### src/rtl/riscv_defines.sv
// Shared core encodings used by the tag policy unit: RV32 major opcodes and
// the tag ALU mode width / pass-through mode.
package riscv_defines;

  localparam int ALU_MODE_WIDTH = 2;
  localparam logic [ALU_MODE_WIDTH-1:0] ALU_MODE_OLD = 2'b00;

  localparam logic [6:0] OPCODE_OP     = 7'h33;
  localparam logic [6:0] OPCODE_OPIMM  = 7'h13;
  localparam logic [6:0] OPCODE_STORE  = 7'h23;
  localparam logic [6:0] OPCODE_LOAD   = 7'h03;
  localparam logic [6:0] OPCODE_BRANCH = 7'h63;
  localparam logic [6:0] OPCODE_JALR   = 7'h67;
  localparam logic [6:0] OPCODE_JAL    = 7'h6f;
  localparam logic [6:0] OPCODE_AUIPC  = 7'h17;
  localparam logic [6:0] OPCODE_LUI    = 7'h37;

endpackage

### src/rtl/riscv_tag_policy_pkg.sv
// Types and policy-word layout shared by the tag policy unit and its decoder.
package riscv_tag_policy_pkg;

  typedef enum logic [2:0] {
    CLASS_JUMP       = 3'd0,
    CLASS_BRANCH     = 3'd1,
    CLASS_LOADSTORE  = 3'd2,
    CLASS_INTEGER    = 3'd3,
    CLASS_SHIFT      = 3'd4,
    CLASS_COMPARISON = 3'd5,
    CLASS_LOGICAL    = 3'd6,
    CLASS_NONE       = 3'd7
  } tag_class_e;

  localparam int NUM_CLASS  = 7;
  localparam int CFG_WORD_W = 32;

  // Class c occupies bits [c*mode_w +: mode_w] of a policy word.
  function automatic int cfg_field_lsb(input int cls, input int mode_w);
    return cls * mode_w;
  endfunction

endpackage

### src/rtl/riscv_tag_classify.sv
// Combinational DIFT class decode of an RV32IM instruction word.
module riscv_tag_classify
  import riscv_defines::*;
  import riscv_tag_policy_pkg::*;
(
  input  logic [31:0] instr,
  input  logic        pc_tag,
  output tag_class_e  tag_class,
  output logic        force_old
);

  logic [6:0] opcode;
  logic [2:0] funct3;
  logic [6:0] funct7;
  logic       unused_fields;

  assign opcode        = instr[6:0];
  assign funct3        = instr[14:12];
  assign funct7        = instr[31:25];
  assign unused_fields = ^{instr[24:15], instr[11:7]};

  always_comb begin
    tag_class = CLASS_NONE;
    case (opcode)
      OPCODE_JAL, OPCODE_JALR:                tag_class = CLASS_JUMP;
      OPCODE_BRANCH:                          tag_class = CLASS_BRANCH;
      OPCODE_STORE, OPCODE_LUI, OPCODE_AUIPC: tag_class = CLASS_LOADSTORE;
      OPCODE_OPIMM: begin
        case (funct3)
          3'b000:                 tag_class = CLASS_INTEGER;
          3'b010, 3'b011:         tag_class = CLASS_COMPARISON;
          3'b100, 3'b110, 3'b111: tag_class = CLASS_LOGICAL;
          3'b001: if (funct7 == 7'b0000000) tag_class = CLASS_SHIFT;
          3'b101: if (funct7 == 7'b0000000 || funct7 == 7'b0100000) tag_class = CLASS_SHIFT;
          default: tag_class = CLASS_NONE;
        endcase
      end
      OPCODE_OP: begin
        // Every M-extension op shares funct7 = 0000001.
        if (funct7 == 7'b0000001) begin
          tag_class = CLASS_INTEGER;
        end else if (funct7 == 7'b0000000) begin
          case (funct3)
            3'b000:                 tag_class = CLASS_INTEGER;
            3'b001, 3'b101:         tag_class = CLASS_SHIFT;
            3'b010, 3'b011:         tag_class = CLASS_COMPARISON;
            default:                tag_class = CLASS_LOGICAL;
          endcase
        end else if (funct7 == 7'b0100000) begin
          case (funct3)
            3'b000:  tag_class = CLASS_INTEGER;
            3'b101:  tag_class = CLASS_SHIFT;
            default: tag_class = CLASS_NONE;
          endcase
        end
      end
      default: tag_class = CLASS_NONE;
    endcase
  end

  assign force_old = (tag_class == CLASS_NONE) || ((tag_class == CLASS_BRANCH) && pc_tag);

endmodule

### src/rtl/riscv_tag_policy_unit.sv
// Registered multi-context DIFT tag policy lookup with a one-entry valid/ready
// output stage. Optional per-class counters: define RISCV_TAG_POLICY_STATS_EN.
module riscv_tag_policy_unit
  import riscv_defines::*;
  import riscv_tag_policy_pkg::*;
#(
  parameter int NUM_CTX = 4,
  parameter int MODE_W  = ALU_MODE_WIDTH,
  parameter int CTX_W   = (NUM_CTX > 1) ? $clog2(NUM_CTX) : 1
) (
  input  logic                  clk,
  input  logic                  rst_n,
  input  logic                  in_valid_i,
  output logic                  in_ready_o,
  input  logic [31:0]           instr_rdata_i,
  input  logic                  pc_tag_i,
  output logic                  out_valid_o,
  input  logic                  out_ready_i,
  output logic [MODE_W-1:0]     mode_o,
  output logic [2:0]            class_o,
  output logic [CTX_W-1:0]      ctx_o,
  input  logic                  flush_i,
  input  logic                  cfg_we_i,
  input  logic [CTX_W-1:0]      cfg_ctx_i,
  input  logic [CFG_WORD_W-1:0] cfg_wdata_i,
  input  logic                  ctx_we_i,
  input  logic [CTX_W-1:0]      ctx_i,
  input  logic                  lock_i,
`ifdef RISCV_TAG_POLICY_STATS_EN
  input  logic                  stat_clr_i,
  input  logic [2:0]            stat_sel_i,
  output logic [15:0]           stat_cnt_o,
`endif
  output logic                  cfg_err_o
);

  localparam logic [MODE_W-1:0] MODE_OLD = MODE_W'(ALU_MODE_OLD);

  logic [MODE_W-1:0] policy_tbl [NUM_CTX][NUM_CLASS];
  logic [CTX_W-1:0]  active_ctx, pend_ctx;
  logic              pend_vld, lock_r, err_r;
  tag_class_e        cls;
  logic              force_old, accept, cfg_ctx_ok, ctx_req_ok, cfg_wr;
  logic [MODE_W-1:0] mode_nxt;
  logic              unused_cfg;

  logic              vld_p1;
  logic [MODE_W-1:0] mode_p1;
  tag_class_e        class_p1;
  logic [CTX_W-1:0]  ctx_p1;

  riscv_tag_classify u_classify (
    .instr     (instr_rdata_i),
    .pc_tag    (pc_tag_i),
    .tag_class (cls),
    .force_old (force_old)
  );

  assign in_ready_o = !vld_p1 || out_ready_i;
  assign accept     = in_valid_i && in_ready_o;
  assign cfg_ctx_ok = int'(cfg_ctx_i) < NUM_CTX;
  assign ctx_req_ok = ctx_we_i && (int'(ctx_i) < NUM_CTX);
  assign cfg_wr     = cfg_we_i && !lock_r && cfg_ctx_ok;
  assign mode_nxt   = force_old ? MODE_OLD : policy_tbl[active_ctx][cls];
  assign unused_cfg = ^cfg_wdata_i;

  // Policy table: a write lands at the edge, so a same-cycle accept sees the old entry.
  always_ff @(posedge clk or negedge rst_n) begin
    if (!rst_n) begin
      for (int c = 0; c < NUM_CTX; c++)
        for (int k = 0; k < NUM_CLASS; k++)
          policy_tbl[c][k] <= MODE_OLD;
    end else if (cfg_wr) begin
      for (int k = 0; k < NUM_CLASS; k++)
        policy_tbl[cfg_ctx_i][k] <= cfg_wdata_i[cfg_field_lsb(k, MODE_W) +: MODE_W];
    end
  end

  // Context switch is deferred until a cycle with no accept; lock is sticky.
  always_ff @(posedge clk or negedge rst_n) begin
    if (!rst_n) begin
      active_ctx <= '0;
      pend_ctx   <= '0;
      pend_vld   <= 1'b0;
      lock_r     <= 1'b0;
      err_r      <= 1'b0;
    end else begin
      if (pend_vld && !accept) active_ctx <= pend_ctx;
      if (ctx_req_ok) begin
        pend_ctx <= ctx_i;
        pend_vld <= 1'b1;
      end else if (!accept) begin
        pend_vld <= 1'b0;
      end
      lock_r <= lock_r || lock_i;
      err_r  <= (cfg_we_i && (lock_r || !cfg_ctx_ok)) || (ctx_we_i && !ctx_req_ok);
    end
  end

  // Stage p1: result snapshot toward EX.
  always_ff @(posedge clk or negedge rst_n) begin
    if (!rst_n) begin
      vld_p1   <= 1'b0;
      mode_p1  <= MODE_OLD;
      class_p1 <= CLASS_NONE;
      ctx_p1   <= '0;
    end else if (flush_i) begin
      vld_p1 <= 1'b0;
    end else if (accept) begin
      vld_p1   <= 1'b1;
      mode_p1  <= mode_nxt;
      class_p1 <= cls;
      ctx_p1   <= active_ctx;
    end else if (out_ready_i) begin
      vld_p1 <= 1'b0;
    end
  end

  assign out_valid_o = vld_p1;
  assign mode_o      = mode_p1;
  assign class_o     = class_p1;
  assign ctx_o       = ctx_p1;
  assign cfg_err_o   = err_r;

`ifdef RISCV_TAG_POLICY_STATS_EN
  logic [15:0] stat_cnt [8];

  function automatic logic [15:0] sat_inc(input logic [15:0] v);
    return (v == 16'hFFFF) ? v : v + 16'd1;
  endfunction

  always_ff @(posedge clk or negedge rst_n) begin
    if (!rst_n) begin
      for (int k = 0; k < 8; k++) stat_cnt[k] <= '0;
    end else if (stat_clr_i) begin
      for (int k = 0; k < 8; k++) stat_cnt[k] <= '0;
    end else if (vld_p1 && out_ready_i) begin
      stat_cnt[class_p1] <= sat_inc(stat_cnt[class_p1]);
    end
  end

  assign stat_cnt_o = stat_cnt[stat_sel_i];
`endif

endmodule

### config.mk
export PLATFORM = sky130hd
export DESIGN_NAME = riscv_tag_policy_unit
export DESIGN_NICKNAME = d
export VERILOG_FILES = /design/src/rtl/riscv_defines.sv /design/src/rtl/riscv_tag_policy_pkg.sv /design/src/rtl/riscv_tag_classify.sv /design/src/rtl/riscv_tag_policy_unit.sv
export SDC_FILE = /design/constraint.sdc
export NUM_CORES = 1
export LEC_CHECK = 0
export ABC_AREA = 0
export CAP_MARGIN = 20
export CORE_MARGIN = 2
export CORE_UTILIZATION = 30
export DETAILED_ROUTE_END_ITERATION = 7
export HOLD_SLACK_MARGIN = 0.08
export PLACE_DENSITY = 0.53
export REMOVE_ABC_BUFFERS = 1
export SLEW_MARGIN = 20
export SYNTH_ARGS = -nofsm -noshare
export SYNTH_HDL_FRONTEND = slang
export SYNTH_SLANG_ARGS = --single-unit
### constraint.sdc
create_clock -name clk -period 4.45 [get_ports clk]
set_input_delay 0.89 -clock clk [delete_from_list [all_inputs] [get_ports clk]]
set_output_delay 0.89 -clock clk [all_outputs]
set_load 0.02 [all_outputs]
==> results.sh, run 1 <==
export IMPL_power_share_clock=0.445
export IMPL_drive_gt1_frac=0.365
export IMPL_synthAdderAreaFrac=0.00296
export IMPL_synth_area_mux_share=0.305
export IMPL_cts_hold_buf=0
export IMPL_worst_pin_slew_ps=1020
export IMPL_p_comb_frac=0.126
export IMPL_p_per_area_nw_per_um2=395
export IMPL_synth_top_area_cell="dfrtp_1"
export IMPL_slew_violations=0
export IMPL_overflow=0
export IMPL_drt_first_pass_iters=4
export IMPL_nNetsFinal=382
export IMPL_post_layout_nonfiller_instances=450
export IMPL_cts_tree="yes"
export IMPL_p_leak_nw=1.92
export IMPL_rsz0062_at_grt="false"
export IMPL_grt_usage=0.127
export IMPL_netlist_instances=246
export IMPL_yosysMostFrequentCell="dfrtp_1"
export IMPL_max_slew_margin=0.317
export IMPL_maxCapViolCount=0
export IMPL_vias=2205
export IMPL_fin_crit_ps=3200
export IMPL_fmax_ghz=0.313
export IMPL_reg2reg_to="mode_o[0]"
export IMPL_grt_pass1_wl_mm=11.5
export IMPL_vdd_ir_drop_max_uv=205
export IMPL_hold_class="flop to flop"
export IMPL_rows=38
export IMPL_fill_cells=1049
export IMPL_crit_required_ps=4690
export IMPL_synth_async_reset_ratio=1.00
export IMPL_switching_share=0.226
export IMPL_synthSimpleGateAreaFrac=0.0914
export IMPL_p_seq_frac=0.428
export IMPL_intPower_mw=1.35
export IMPL_synth_xor_area_frac=0
export IMPL_max_stage_delay_ps=560
export IMPL_path_cells="clkdlybuf4s50_1, or4_4, or4b_1, o211ai_2, buf_4, a21oi_2, a221o_1, a31oi_1"
export IMPL_finalSetupViolCount=0
export IMPL_final_cell_area_um2=4430
export IMPL_netlist_area_leader_share=0.503
export IMPL_crit_path_end_kind="flop"
export IMPL_startpoint="instr_rdata_i[29]"
export IMPL_antenna_found_initial=0
export IMPL_rr_worst_depth=5
export IMPL_startpoint_type="input pin"
export IMPL_seq_area_um2=1780
export IMPL_net_switching_power_mw=0.396
export IMPL_port_buffers=53
export IMPL_htree_levels=3
export IMPL_hold_path_depth=2
export IMPL_synth_avg_cell_area_um2=13.7
export IMPL_drt_iter0_markers=65
export IMPL_via_per_inst=4.90
export IMPL_ys_flop_type="dfrtp_1"
export IMPL_die_width_um=110
export IMPL_synth_top_family_by_area="multiplexers"
export IMPL_hpwlAfterDp_mm=4.92
export IMPL_yosys_top_cells_area="dfrtp_1 50%, mux2_2 20%, mux4_2 9.3%"
export IMPL_worstPathArrival_ps=3440
export IMPL_drt_total_wl_mm=7.11
export IMPL_grt_pass1_vias=2340
export IMPL_cts_buffers_inserted=9
export IMPL_post_cts_buffers=0
export IMPL_worstHoldEndpoint="ctx_o[0]"
export IMPL_grt_max_degree=46
export IMPL_r2r_start="active_ctx[0]"
export IMPL_start_util=0.309
export IMPL_synth_compound_gate_area_share=0.0525
export IMPL_die_h_um=110
export IMPL_yosys_warnings=0
export IMPL_hold_viol=0
export IMPL_placed_cell_area_um2=4100
export IMPL_ys_top_cells_by_count="68 x dfrtp_1, 61 x mux2_2, 19 x nand2_1"
export IMPL_ys_seq_elements=71
export IMPL_cp_max_fo=7
export IMPL_clk_pin_slew_ps=50
export IMPL_cts_root_buf="clkbuf_16"
export IMPL_clkSinkCount=71
export IMPL_gp_congestion=0.683
export IMPL_post_cts_resized=0
export IMPL_antenna_cells=0
export IMPL_reg2reg_slack_ps=2140
export IMPL_drc_errors=0
export IMPL_finalClockSkew_ps=3.43
export IMPL_status="finished clean"
export IMPL_syn_area_um2=3380
export IMPL_area_delta_synth_final_pct=31.0
export IMPL_hp_start="ctx_o[0]"
export IMPL_placed_cells=434
export IMPL_fin_crit_sh=0.718
export IMPL_synth_edf_count=0
export IMPL_clock_latency_ps=320
export IMPL_fin_setup_tns_ps=0
export IMPL_multiInputGateArea_um2=1550
export IMPL_ys_seq_area_frac=0.526
export IMPL_coreArea_um2=10900
export IMPL_wire_per_inst_um=15.8
export IMPL_final_antenna_net_count=0
export IMPL_cts_buffer_depth=2
export IMPL_holdWs_ps=473
export IMPL_cp_slowest_cell="or4_4"
export IMPL_ios=87
export IMPL_ys_types=47
export IMPL_die_area_um2=12100
export IMPL_crit_type="input pin to flop"
-- logic make-up (layout without fill, tap and decap cells) --
group / count (synthesis) / in the layout
mux: 78 / 78
compound gates: 25 / 25
simple gates: 54 / 54
fa+ha+maj: 1 / 1
flops: 71 / 71
buf+inv: 17 / 81
-- power by group through the flow --
| stage | clock network [mW] | registers, mW | logic (mW) |
|---|---|---|---|
| 2_1_floorplan | 0 | 0.759 | 0.105 |
| 3_3_place_gp | 0 | 0.761 | 0.222 |
| 3_5_place_dp | 0 | 0.764 | 0.224 |
| 4_1_cts | 0.797 | 0.752 | 0.224 |
| 5_1_grt | 0.828 | 0.759 | 0.241 |
| 6_report | 0.779 | 0.750 | 0.221 |
-- state kept, by name (all words and copies together), names as in the netlist --
| name | flops |
|---|---|
| policy_tbl | 56 |
| ctx_o | 2 |
| class_o | 3 |
| pend_vld | 1 |
| out_valid_o | 1 |
| active_ctx | 2 |
| pend_ctx | 2 |
| lock_r | 1 |
| cfg_err_o | 1 |
| mode_o | 2 |
-- area by class of cell --
type                       count  share of cell area
inverter                       5             0.00423
clock inverter                 5              0.0178
tap                          140              0.0395
multi-input combinational    158               0.349
timing repair buffer          60               0.130
sequential                    71               0.402
clock buffer                  11              0.0570
-- routing by layer --
layer,GRT usage,share of wire,vias up
li1,-,-,1029
met1,0.160,0.45,1114
met2,0.212,0.48,55
met3,0.0329,0.059,7
met4,0.0429,0.011,0
met5,0,0,-
-- placed cells by master, fill, tap and decap left out, drive strengths merged, types with 2 or more instances in the layout --
cell type,instances
clkdlybuf4s50,52
mux2i,3
buf,8
bufinv,2
nor2b,3
and2,4
nand2,19
a31o,2
mux2,61
nand3,2
o21ai,6
clkinv,2
nor4b,2
o22ai,2
nor4bb,2
clkbuf,11
inv,6
a31oi,3
nor3,2
mux4,14
dfrtp,68
nor2,8
nor3b,2
dfstp,3
a21oi,3
or2,2
-- how the worst max path moves through the flow --
stage                      endpoint  slack (ps)
after floorplan           mode_o[0]        1380
after global placement    mode_o[1]         930
after global routing      mode_o[1]        1160
final                     mode_o[1]        1250
after detailed placement  mode_o[1]         900
after CTS                 mode_o[1]        1240
-- critical path: cells and delay by family --
kind                   cells  cell delay [ps]
and+or+nand+nor            2             1120
buffers and inverters      2              620
AOI/OAI and AO/OA          4              820
-- through the flow --
step                      worst slack, ps  power (mW)   util
after floorplan                      1380       0.864      -
after global placement                933       0.983  0.375
after detailed placement              903       0.987  0.375
after CTS                            1240        1.77  0.405
after global routing                 1160        1.83  0.405
final                                1250        1.75  0.405
No activity file was read; power rests on OpenSTA's default activity.
==> run 2: changes to the inputs <==
--- a/config.mk
+++ b/config.mk
@@ -11,7 +11,7 @@
 export CORE_UTILIZATION = 30
 export DETAILED_ROUTE_END_ITERATION = 7
 export HOLD_SLACK_MARGIN = 0.08
-export PLACE_DENSITY = 0.53
+export PLACE_DENSITY = 0.54
 export REMOVE_ABC_BUFFERS = 1
 export SLEW_MARGIN = 20
 export SYNTH_ARGS = -nofsm -noshare
==> constraint.sdc (replaced) <==
create_clock -name clk -period 2.8 [get_ports clk]
set_input_delay 0.56 -clock clk [delete_from_list [all_inputs] [get_ports clk]]
set_output_delay 0.56 -clock clk [all_outputs]
set_load 0.02 [all_outputs]
==> run 2 against run 1 <==
Net effect: first-iteration DRC count grew 3.1%; cell count grew 4.9%; critical path depth unchanged; final area is 4.1% higher; register-to-register slack got worse by 1300 ps; combinational power increased by 82%; non-clock buffer count increased by 23; via count grew 2.4%; worst setup slack lost 1200 ps; clock power rose by 44%; critical path type unchanged; critical endpoint is now mode_o[0]; largest cell class unchanged.
==> results.sh, run 2 (synthesis gave the netlist of run 1 again) <==
export IMPL_hold_viol=0
export IMPL_port_buffers=53
export IMPL_crit_required_ps=3040
export IMPL_intPower_mw=2.07
export IMPL_via_per_inst=4.79
export IMPL_largest_reg_flops=56
export IMPL_placed_cells=456
export IMPL_crit_path_end_kind="flop"
export IMPL_wire_per_inst_um=15.3
export IMPL_drt_first_pass_iters=4
export IMPL_maxCapViolCount=0
export IMPL_totalPowerFinal_mw=2.68
export IMPL_start_util=0.309
export IMPL_antenna_cells=0
export IMPL_coreArea_um2=10900
export IMPL_seq_area_um2=1780
export IMPL_cp_slowest_cell="or4_4"
export IMPL_startpoint="instr_rdata_i[29]"
export IMPL_max_stage_delay_ps=530
export IMPL_cts_buffers_inserted=9
export IMPL_nNetsFinal=405
export IMPL_ios=87
export IMPL_cp_top_family="simple AND/OR/NAND/NOR gates"
export IMPL_area_delta_synth_final_pct=36.4
export IMPL_clkSinkCount=71
export IMPL_cts_tree="yes"
export IMPL_reg2reg_slack_ps=810
export IMPL_crit_path_end="mode_o[0]"
export IMPL_p_per_area_nw_per_um2=582
export IMPL_cts_root_buf="clkbuf_16"
export IMPL_path_cells="clkdlybuf4s50_1, or4_4, or4b_4, o211ai_4, a31o_1, a21oi_1, or3_1, a31oi_1"
export IMPL_fin_setup_tns_ps=0
export IMPL_fin_crit_ps=2730
export IMPL_layout_commonest_cell="dfrtp_1"
export IMPL_cts_buffer_depth=2
export IMPL_vias=2259
export IMPL_vdd_ir_drop_max_uv=217
export IMPL_cp_max_fo=4
export IMPL_die_area_um2=12100
export IMPL_clock_latency_ps=320
export IMPL_rows=38
export IMPL_drt_iter0_markers=67
export IMPL_status="finished clean"
export IMPL_fmax_ghz=0.366
export IMPL_crit_type="input pin to flop"
export IMPL_power_share_clock=0.416
export IMPL_fill_cells=1037
export IMPL_clk_pin_slew_ps=50
export IMPL_grt_pass1_vias=2400
export IMPL_die_h_um=110
export IMPL_max_slew_margin=0.493
export IMPL_finalClockSkew_ps=3.92
export IMPL_critPathBufInv=1
export IMPL_reg2reg_to="mode_o[0]"
export IMPL_p_leak_nw=2.04
export IMPL_worstPathArrival_ps=2970
export IMPL_antenna_found_initial=0
export IMPL_cts_hold_buf=0
export IMPL_finalSetupViolCount=0
export IMPL_grt_max_degree=45
export IMPL_drc_errors=0
export IMPL_fin_crit_sh=0.975
export IMPL_crit_cells=8
export IMPL_grt_usage=0.131
export IMPL_post_layout_nonfiller_instances=472
export IMPL_final_antenna_net_count=0
export IMPL_startpoint_type="input pin"
export IMPL_net_switching_power_mw=0.613
export IMPL_mostFrequentLayoutCells="68 x dfrtp_1, 61 x mux2_2, 52 x clkdlybuf4s50_1, 28 x buf_4, 19 x nand2_1"
export IMPL_slew_violations=0
export IMPL_drt_total_wl_mm=7.24
export IMPL_rr_worst_depth=5
export IMPL_p_comb_frac=0.150
export IMPL_htree_levels=3
export IMPL_hpwlAfterDp_mm=5.10
export IMPL_die_width_um=110
export IMPL_p_seq_frac=0.434
export IMPL_multiInputGateArea_um2=1570
export IMPL_final_cell_area_um2=4610
export IMPL_placed_cell_area_um2=4290
export IMPL_gp_congestion=0.756
export IMPL_r2r_start="active_ctx[1]"
export IMPL_switching_share=0.228
export IMPL_worst_pin_slew_ps=761
export IMPL_overflow=0
export IMPL_grt_pass1_wl_mm=12.0
export IMPL_drive_gt1_frac=0.413
export IMPL_hold_class="input pin to asynchronous set/reset pin"
export IMPL_regMostFlops="policy_tbl"
==> run 2: per-layer routing <==
| layer | global-route usage | wire (um) | vias up |
|---|---|---|---|
| met4 | 0.0518 | 91 | 0 |
| met5 | 0 | 0 | - |
| met3 | 0.0329 | 365 | 6 |
| met2 | 0.216 | 3470 | 48 |
| met1 | 0.164 | 3310 | 1126 |
| li1 | - | - | 1079 |
==> run 2: final cells by class <==
cell class / instances / share of cell area
timing repair buffer: 83 / 0.166
tap: 140 / 0.0380
sequential: 71 / 0.386
clock buffer: 11 / 0.0548
clock inverter: 4 / 0.00976
multi-input combinational: 158 / 0.341
inverter: 5 / 0.00407
==> run 2: how the worst min path moves through the flow <==
| stage | endpoint | start | slack (ps) |
|---|---|---|---|
| 3_5_place_dp | ctx_o[0] | ctx_o[0] | 480 |
| 5_1_grt | cfg_err_o | rst_n | 320 |
| 4_1_cts | cfg_err_o | rst_n | 280 |
| 2_1_floorplan | active_ctx[0] | rst_n | 260 |
| 6_report | cfg_err_o | rst_n | 260 |
| 3_3_place_gp | class_o[2] | class_o[2] | 470 |
==> run 2: what timing repair did <==
item / CTS / global route
resized for setup: 1 / 3
endpoints found under the setup margin: 1 / 2
pin swaps: 0 / 2
setup buffers: 0 / 1
==> run 2: power by group through the flow <==
stage / Sequential [mW] / Combinational, mW / Clock (mW)
after floorplan: 1.21 / 0.166 / 0
after global placement: 1.18 / 0.404 / 0
after detailed placement: 1.18 / 0.411 / 0
after CTS: 1.17 / 0.412 / 1.16
after global routing: 1.18 / 0.442 / 1.21
final: 1.16 / 0.403 / 1.12
==> run 2: stage by stage <==
stage | util | setup slack, ps | hold slack, ps
6_report | 0.422 | 69.3 | 258
5_1_grt | 0.422 | -1.62 | 316
4_1_cts | 0.420 | 2.12 | 282
3_5_place_dp | 0.392 | -357 | 477
3_3_place_gp | 0.392 | -367 | 471
2_1_floorplan | - | 60.4 | 264
